<file path="src/rtl/cclaa_x4bit_reg_pkg.sv">
// Shared constants for the cascaded 4-bit carry look-ahead adder slice.
package cclaa_x4bit_reg_pkg;

  localparam int unsigned GRP_W = 4;

endpackage

</file>
<file path="src/rtl/cclaa_x4bit_reg_cla4.sv">
// One 4-bit carry look-ahead group: every internal carry is a flat sum of
// products of generate/propagate terms and the group carry-in.
module cla4_group
  import cclaa_x4bit_reg_pkg::*;
(
  input  logic             ci,
  input  logic [GRP_W-1:0] a,
  input  logic [GRP_W-1:0] b,
  output logic [GRP_W-1:0] s,
  output logic             co
);

  logic [GRP_W-1:0] p;
  logic [GRP_W-1:0] g;
  logic [GRP_W:0]   c;

  always_comb begin
    p = a ^ b;
    g = a & b;

    c[0] = ci;
    c[1] = g[0] | (p[0] & ci);
    c[2] = g[1] | (p[1] & g[0]) | (p[1] & p[0] & ci);
    c[3] = g[2] | (p[2] & g[1]) | (p[2] & p[1] & g[0])
         | (p[2] & p[1] & p[0] & ci);
    c[4] = g[3] | (p[3] & g[2]) | (p[3] & p[2] & g[1])
         | (p[3] & p[2] & p[1] & g[0]) | (p[3] & p[2] & p[1] & p[0] & ci);

    s  = p ^ c[GRP_W-1:0];
    co = c[GRP_W];
  end

endmodule

</file>
<file path="src/rtl/cclaa_x4bit_reg.sv">
// W-bit adder from cascaded 4-bit look-ahead groups; {co,sum} registered
// once, giving one cycle of latency and a new operand pair every cycle.
module cclaa_x4bit_reg
  import cclaa_x4bit_reg_pkg::*;
#(
  parameter int unsigned W = 8
) (
  input  logic         clk,
  input  logic         rst_n,
  input  logic         ci,
  input  logic [W-1:0] ain,
  input  logic [W-1:0] bin,
  output logic [W-1:0] sum,
  output logic         co
);

  localparam int unsigned NG = W / GRP_W;

  if ((W % GRP_W) != 0 || W < GRP_W) begin : g_bad_width
    $error("cclaa_x4bit_reg: W=%0d must be a multiple of 4 and >= 4", W);
  end

  logic [NG:0]  carry;
  logic [W-1:0] sum_c;

  assign carry[0] = ci;

  for (genvar k = 0; k < NG; k++) begin : g_grp
    cla4_group u_grp (
      .ci (carry[k]),
      .a  (ain[GRP_W*k +: GRP_W]),
      .b  (bin[GRP_W*k +: GRP_W]),
      .s  (sum_c[GRP_W*k +: GRP_W]),
      .co (carry[k+1])
    );
  end

  always_ff @(posedge clk or negedge rst_n) begin
    if (!rst_n) begin
      sum <= '0;
      co  <= 1'b0;
    end else begin
      sum <= sum_c;
      co  <= carry[NG];
    end
  end

endmodule

</file>
<file path="config.mk">
export PLATFORM = sky130hd
export DESIGN_NAME = cclaa_x4bit_reg
export DESIGN_NICKNAME = d
export VERILOG_FILES = /design/src/rtl/cclaa_x4bit_reg_pkg.sv /design/src/rtl/cclaa_x4bit_reg_cla4.sv /design/src/rtl/cclaa_x4bit_reg.sv
export SDC_FILE = /design/constraint.sdc
export NUM_CORES = 1
export LEC_CHECK = 0
export ABC_CLOCK_PERIOD_IN_PS = 800
export BUFFER_PORTS_ARGS = -buffer_cell sky130_fd_sc_hd__buf_2
export CORE_MARGIN = 2
export CORE_UTILIZATION = 38
export CTS_CLUSTER_SIZE = 30
export DETAILED_ROUTE_END_ITERATION = 10
export GPL_ROUTABILITY_DRIVEN = 1
export PLACE_DENSITY = 0.78
export SETUP_SLACK_MARGIN = 0.02
export SLEW_MARGIN = 25
export SYNTH_ARGS = -nofsm -noshare
export SYNTH_HDL_FRONTEND = slang
export SYNTH_SLANG_ARGS = --single-unit
</file>
<file path="constraint.sdc">
create_clock -name clk -period 0.8 [get_ports clk]
set_input_delay 0.08 -clock clk [delete_from_list [all_inputs] [get_ports clk]]
set_output_delay 0.08 -clock clk [all_outputs]
set_load 0.01 [all_outputs]
</file>
==> results.md, run 1 <==
- Outcome: finished with violations
- Failing checks: setup timing
- DRC violations left: 0
- DIE AREA: 1730 µm²
- Number of diodes: 0
- Synth Area in Simple Gates: 0.0653
- Syn Inst Count: 45
- Net Sw Frac: 0.285
- Cell leakage power: between 0.4 and 0.5 nW
- Crit path kind: input pin to register
- Antenna violations before repair: 0
- Synthesis-stage register bit count: 9
- # nets final: around 120
- Max_cap viols: 0
- NetSw: 0.431 mW
- Vias per inst: 4.77
- CP max FO: 3
- Largest family of logic cells by synthesized area: adder cells
- WHS: 177 ps
- Critical path arrival: 1650 ps
- Worst VDD drop: about 0.74 mV
- Num rows: 13
- First-pass GRT wire length: 2140 µm
- Root Buffer: clkbuf_4
- Maximum clock frequency: 659 MHz
- Worst-path clk slew: 60 ps
- Wirelength per Cell: 11.4 µm
- DRT iter0 DRCs: 0
- TritonCTS Buffers: 3
- Final worst slack: -718 ps
- Post-Synthesis Cell Area: 537 µm²
- Final core area utilization: 0.730
- Clk network pwr share: 0.221
- Type of the worst min-delay path: input pin to register
- Detail Route Antenna Nets: 0
- Critical path endpoint category: register
- Die Y: 41.6 µm
- GPL Wtd Cong: 0.766
- Final setup fails: 15
- Die W: 41.6 µm
- CTS tree: yes
- Fraction of synthesized area in multiplexers: 0
- Tot GR Track Use: 0.160
- Crit path max-delay cell type: a221o_1
- Sequential fraction of the synthesis area: 0.420
- Max H-tree Level: 1
- Share of cells above drive strength 1: 0.607
- Worst path max stage delay: 340 ps
- RSZ-0062 raised after global routing: true
- Area Growth Syn to Fin: 79.3%
- Via count: 496
- Synth Area in Adders: 0.261
- Vias in the first global route: 512
- Total negative slack: -3690 ps
- CP required: 940 ps
- Worst-Margin Slew: 197 ps
- Number of fill cells: 87
- Worst Setup Start Kind: input pin
- Post-synthesis compound-gate area fraction: 0.138
- Comb power frac: 0.409
- Netlist cell types: 19
- Ports: 28
- Final count of hold timing violations: 0
- Clock Path Buffers: 2
- CTS Sinks: 9
- HPWL after DPL: 1020 µm
- Gr ovfl total: 0
- Slew Viols, Final: 0
- DRT Pass-1 Iters: 1
- Syn avg cell area: 11.9 µm²
- Crit path cell chain: buf_6, ha_4, and3_4, a221o_1, or2_4, fa_2, xor2_1
- Seq pwr share: 0.370
- Largest net degree at the start of global routing: 10
- Synthesis Warnings: 0
- I/O Buffers: 27
- Core Footprint: 1320 µm²
- Max_slew headroom: 0.868
- Synthesized Nets: 74
- Routed wire length: around 1200 µm
- Final Non-Filler Cells: ~100
- Initial Utilization: 0.407
- Power density cells: 1570 nW/µm²
- Pre-CTS setup slack: -1040 ps
- Cell Int Power: ~1.1 mW
- Tcrit/Tclk final: 1.90
- Placed Instances: 96
- Final Critical Period: 1520 ps
- Post-Synth XOR/XNOR Area: 0.0816
==> path summary, 6_finish.rpt <==
kind	cells after the start	startpoint	endpoint	slack [ps]
min in group asynchronous	2	rst_n	sum[7]$_DFF_PN0_	200
setup / recovery	7	ain[2]	sum[5]$_DFF_PN0_	-720
hold / removal	3	bin[7]	sum[7]$_DFF_PN0_	180
max in group asynchronous	2	rst_n	sum[3]$_DFF_PN0_	420
==> metal layers <==
layer	part of all wire	track usage	routed length, µm
met4	0.016	0.0774	19
met3	0.061	0.0217	72
met5	0	0	0
met1	0.35	0.160	416
met2	0.57	0.316	680
==> through the flow <==
step / total power, mW / area, µm²
after floorplan: 0.839 / 607
after global placement: 1.06 / 828
after detailed placement: 1.09 / 828
after CTS: 1.49 / 923
after global routing: 1.62 / 962
final: 1.51 / 962
==> synthesized netlist by cell type, drive strengths merged <==
master / number / area [µm²]
and3: 2 / 12.5
inv: 5 / 18.8
o22ai: 1 / 6.26
o21ai: 1 / 5.00
nor2: 1 / 3.75
xnor2: 3 / 26.3
dfrtp: 9 / 225
a21o: 2 / 15.0
o21a: 2 / 15.0
ha: 8 / 100
or2: 2 / 12.5
xor2: 2 / 17.5
o22a: 1 / 8.76
fa: 2 / 40.0
nor2b: 1 / 6.26
a221o: 1 / 10.0
a211o: 1 / 8.76
a21oi: 1 / 5.00
==> cells by family (layout without fill, tap and decap cells) <==
group / Yosys count / count (layout)
DFF: 9 / 9
and+or+nand+nor: 6 / 6
AOI/OAI and AO/OA: 10 / 10
buffers and inverters: 5 / 49
adders and majority gates: 10 / 10
xor gates and xnor gates: 5 / 5
==> registers in the layout (all words and copies together) (netlist names) <==
register / count
co: 1
sum: 8
==> power by group through the flow <==
| stage | combinational, mW | clock, mW | sequential [mW] |
|---|---|---|---|
| finish | 0.619 | 0.334 | 0.560 |
| floorplan | 0.215 | 0 | 0.623 |
| detailed placement | 0.525 | 0 | 0.569 |
| CTS | 0.584 | 0.349 | 0.561 |
| global placement | 0.496 | 0 | 0.566 |
| global route | 0.677 | 0.371 | 0.568 |
==> layout make-up <==
type	count	area, µm²	share of cell area
Clock buffer	4	26.3	0.0273
Inverter	5	18.8	0.0195
Multi-Input combinational cell	31	393	0.408
Sequential cell	9	225	0.234
Tap cell	15	18.8	0.0195
Timing Repair Buffer	40	280	0.291
==> worst max-delay path, delay by kind of cell <==
| family | cells | cell delay, ps |
|---|---|---|
| adders and majority gates | 2 | 570 |
| buffers and inverters | 1 | 100 |
| and+or+nand+nor | 2 | 410 |
| AOI/OAI and AO/OA | 1 | 340 |
| xor gates and xnor gates | 1 | 160 |
==> placed cells by master (no fill, tap or decap), drive strengths merged <==
cell type,instances
o22ai,1
o21ai,1
nor2b,1
dlygate4sd3,1
o21a,2
xor2,2
and3,2
ha,8
o22a,1
a221o,1
a211o,1
a21oi,1
inv,5
buf,39
nor2,1
a21o,2
dfrtp,9
clkbuf,4
or2,2
xnor2,3
fa,2
==> timing repair <==
item	CTS	global route
hold buffers	1	0
pin swaps	12	7
setup endpoints to repair	16	16
endpoints found under the hold margin	9	0
buffers inserted	1	2
resized for setup	9	6
(Power assumes the default switching activity.)
==> run 2, diff against run 1 <==
Settings changed: CORE_MARGIN 2 to default.
==> results.md, run 2 (synthesis results as in run 1) <==
- Outcome: finished with violations
- Failing checks: setup timing
- Most flops, register: sum
- HPWL after DPL: 1020 µm
- Core Footprint: 1300 µm²
- Die W: around 40 µm
- Slew Viols, Final: 0
- RSZ-0062 raised after global routing: true
- Clock Path Buffers: 2
- Final worst slack: -730 ps
- GPL Wtd Cong: 0.724
- Gr ovfl total: 0
- Maximum clock frequency: 654 MHz
- Final core area utilization: 0.730
- I/O Buffers: 27
- DIE AREA: 1570 µm²
- Final setup fails: 15
- Max_cap viols: 0
- Commonest non-fill, non-tap cells in the layout: 20 x buf_2, 10 x buf_4, 9 x dfrtp_1, 6 x buf_6
- Max H-tree Level: 1
- Final count of hold timing violations: 0
- Routed wire length: 1300 µm
- Number of diodes: 0
- Share of cells above drive strength 1: 0.609
- Root Buffer: clkbuf_4
- First-pass GRT wire length: about 1900 µm
- Critical path endpoint category: register
- Antenna violations before repair: 0
- Number of fill cells: 90
- Largest register FFs: 8
- Worst VDD drop: 0.792 mV
- Type of the worst min-delay path: input pin to register
- Worst-Margin Slew: about 230 ps
- Die Y: 39.6 µm
- Cell leakage power: a little under 0.5 nW
- CP required: 940 ps
- Wirelength per Cell: 12.7 µm
- CTS Sinks: 9
- Final Critical Period: 1530 ps
- Ports: 28
- Pre-CTS setup slack: -1060 ps
- # nets final: between 100 and 150
- Area Growth Syn to Fin: 76.9%
- Largest registers: sum x8, co x1
- Detail Route Antenna Nets: 0
- DRC violations left: 0
- CP max FO: 3
- Max_slew headroom: 0.843
- Critical path arrival: 1670 ps
- Num rows: 13
- DRT Pass-1 Iters: 2
- Crit path kind: input pin to register
- DRT iter0 DRCs: 3
- Worst Setup Start Kind: input pin
- Power density cells: 1580 nW/µm²
- Vias per inst: 4.83
- Tcrit/Tclk final: 1.91
- TritonCTS Buffers: 3
- Tot GR Track Use: 0.185
- Via count: about 500
- Most common cell after layout, fill and taps aside: buf_2
- Worst-path clk slew: approximately 60 ps
- Initial Utilization: 0.413
- Vias in the first global route: 492
- CTS tree: yes
- Largest net degree at the start of global routing: 10
## run 2: final timing paths
| check | depth (start not counted) | start | to | slack (ps) |
|---|---|---|---|---|
| setup / recovery | 7 | ain[2] | sum[5]$_DFF_PN0_ | -730 |
| hold / removal | 3 | bin[7] | sum[7]$_DFF_PN0_ | 140 |
| min in group asynchronous | 2 | rst_n | sum[7]$_DFF_PN0_ | 200 |
| max in group asynchronous | 2 | rst_n | sum[1]$_DFF_PN0_ | 430 |
## run 2: where the power goes
part | leakage [nW] | switching, mW | internal, mW | total (mW)
clock network | 0.0150 | 0.149 | 0.192 | 0.340
logic | 0.370 | 0.262 | 0.341 | 0.602
registers | 0.105 | 0.0180 | 0.542 | 0.560
## run 2: layer usage
metal / part of all wire / track usage
met5: 0 / 0
met4: 0.010 / 0.103
met3: 0.041 / 0.0170
met2: 0.55 / 0.324
met1: 0.40 / 0.218
## run 2: stage by stage
stage | instance area [µm²] | cells | TNS (ps) | hold WS (ps) | power [mW]
detailed placement | 828 | 96 | -5540 | -62.5 | 1.09
finish | 950 | 102 | -3230 | 144 | 1.50
global route | 950 | 102 | -3610 | 161 | 1.60
floorplan | 607 | 45 | -3410 | -216 | 0.839
global placement | 828 | 96 | -5140 | -66.6 | 1.06
CTS | 947 | 103 | -3520 | 142 | 1.50
## run 2: timing repair
| item | 4_1_cts | 5_1_grt |
|---|---|---|
| setup buffers | 2 | 0 |
| resized for setup | 13 | 3 |
| pin swaps | 14 | 5 |
| setup endpoints to repair | 16 | 16 |
| hold buffers | 1 | 0 |
| cloned | 0 | 0 |
| endpoints found under the hold margin | 9 | 0 |
## run 2: area by class of cell
type                       instances  area, µm²  area share
tap                               15       18.8      0.0198
inverter                           5       18.8      0.0198
timing repair buffer              38        268       0.282
sequential                         9        225       0.237
clock buffer                       4       26.3      0.0277
multi-input combinational         31        393       0.414
## run 2: worst max-delay path: stages
cell and delay, ps:
buf_8 100, ha_4 230, and3_4 170, a221o_1 340, or2_4 240, fa_2 330, xor2_1 170
==> run 3, diff against run 2 <==
Settings changed: ABC_CLOCK_PERIOD_IN_PS 800 to 1300, CELL_PAD_IN_SITES_DETAIL_PLACEMENT from default to 0, CELL_PAD_IN_SITES_GLOBAL_PLACEMENT from default to 1, CORE_UTILIZATION 38 to 28, PLACE_DENSITY 0.78 to 0.77, SKIP_LAST_GASP from default to 1.
Clock period 0.8 ns to 1.3 ns, I/O delays scaled along.
==> results.md, run 3 (synthesis results as in run 1) <==
- Outcome: finished with violations
- Failing checks: setup timing
- CTS tree: yes
- Die Y: 45.8 µm
- First-pass GRT wire length: between 1500 and 2000 µm
- Worst-path clk slew: 50 ps
- Commonest non-fill, non-tap cells in the layout: 23 x buf_2, 9 x dfrtp_1, 8 x buf_4, 5 x inv_1, 5 x ha_4
- Gr ovfl total: 0
- Final Non-Filler Cells: 110
- RSZ-0062 raised after global routing: true
- DR top layer: met4
- Root Buffer: clkbuf_4
- Tcrit/Tclk final: 1.19
- Seq pwr share: 0.397
- Comb power frac: 0.372
- Type of the worst min-delay path: input pin to register
- Cell leakage power: 0.456 nW
- Crit path cell chain: buf_6, ha_4, and3_4, a221o_1, or2_4, fa_2, xor2_1
- Clock Path Buffers: 2
- Placed Instances: 104
- Final worst slack: -246 ps
- Critical path endpoint category: register
- Multi-input logic area: 365 µm²
- CTS Sinks: 9
- DR WL met3: 51 µm
- Max_slew headroom: 0.868
- Ports: 28
- Top delay family on crit path: adder cells
- Met2 wire length: around 550 µm
- DRT iter0 DRCs: 2
- Number of diodes: 0
- Core Footprint: 1760 µm²
- Critical path arrival: 1680 ps
- CP max FO: 3
- CP required: 1430 ps
- Most common cell after layout, fill and taps aside: buf_2
- TritonCTS Buffers: 3
- Die W: 45.8 µm
- Total negative slack: -529 ps
- DRC violations left: 0
- Worst-Margin Slew: between 150 and 200 ps
- Worst VDD drop: 0.346 mV
- Initial Utilization: 0.304
- Vias in the first global route: 448
- Crit path max-delay cell type: fa_2
- Finished Cell Area: 897 µm²
- Number of fill cells: 190
- Routed wire length: 1030 µm
- Placed cell area: 823 µm²
- Largest registers: sum x8, co x1
- Register Area: 225 µm²
- Via count: 457
- Max_cap viols: 0
- Net Sw Frac: 0.272
- Area Growth Syn to Fin: 67.1%
- Pre-CTS setup slack: -574 ps
- Final Critical Period: ~1500 ps
- DIE AREA: 2100 µm²
- Total power: 0.863 mW
- Final setup fails: 4
- Final count of hold timing violations: 0
- Met1 WL: 393 µm
- Vias per inst: 4.15
- Antenna violations before repair: 0
- # nets final: 115
- I/O Buffers: 27
- Crit path kind: input pin to register
- Cell Int Power: 0.628 mW
- Share of cells above drive strength 1: 0.541
- DRT Pass-1 Iters: 2
- NetSw: 0.235 mW
- GPL Wtd Cong: 0.678
- Largest register FFs: 8
- Maximum clock frequency: 647 MHz
- Worst path max stage delay: between 300 and 400 ps
- Max H-tree Level: 1
- Detail Route Antenna Nets: 0
- Tot GR Track Use: 0.123
- Clk network pwr share: 0.231
- Wirelength per Cell: 9.39 µm
- Largest net degree at the start of global routing: 10
- Num rows: 15
- Worst Path Buf+Inv: 1
- Power density cells: around 960 nW/µm²
- Most flops, register: sum
- Slew Viols, Final: 0
- Worst Setup Start Kind: input pin
run 3: worst paths after layout:
path / startpoint / cells past startpoint / end / slack, ps
worst max-delay path: ain[3] / 7 / sum[5]$_DFF_PN0_ / -250
worst min-delay path: bin[7] / 3 / co$_DFF_PN0_ / 200
max in group asynchronous: rst_n / 2 / sum[6]$_DFF_PN0_ / 870
min in group asynchronous: rst_n / 2 / sum[4]$_DFF_PN0_ / 260
run 3: power by group through the flow:
stage                     registers, mW  logic [mW]  clock network [mW]
final                             0.342       0.321               0.200
after global placement            0.348       0.298                   0
after floorplan                   0.384       0.132                   0
after CTS                         0.343       0.323               0.212
after global routing              0.348       0.359               0.232
after detailed placement          0.348       0.307                   0
run 3: layout make-up:
class	instances	share of cell area
inverter	5	0.0209
multi-input combinational	31	0.407
clock buffer	4	0.0293
timing repair buffer	36	0.257
sequential	9	0.251
tap	25	0.0349
run 3: through the flow:
step | hold WS (ps) | util
5_1_grt | 191 | 0.509
6_report | 196 | 0.509
2_1_floorplan | -166 | -
3_5_place_dp | -16.8 | 0.467
4_1_cts | 186 | 0.505
3_3_place_gp | -16.7 | 0.467
run 3: what timing repair did:
item / in CTS / in global routing
hold buffers: 1 / 0
pin swaps: 11 / 1
setup endpoints to repair: 4 / 4
gates resized for setup: 4 / 1
buffers inserted: 1 / 0
hold endpoints to repair: 9 / 0
run 3: layer usage:
layer	vias up	track usage
li1	236	-
met1	196	0.104
met2	21	0.217
met3	4	0.0278
met4	0	0.141
met5	-	0
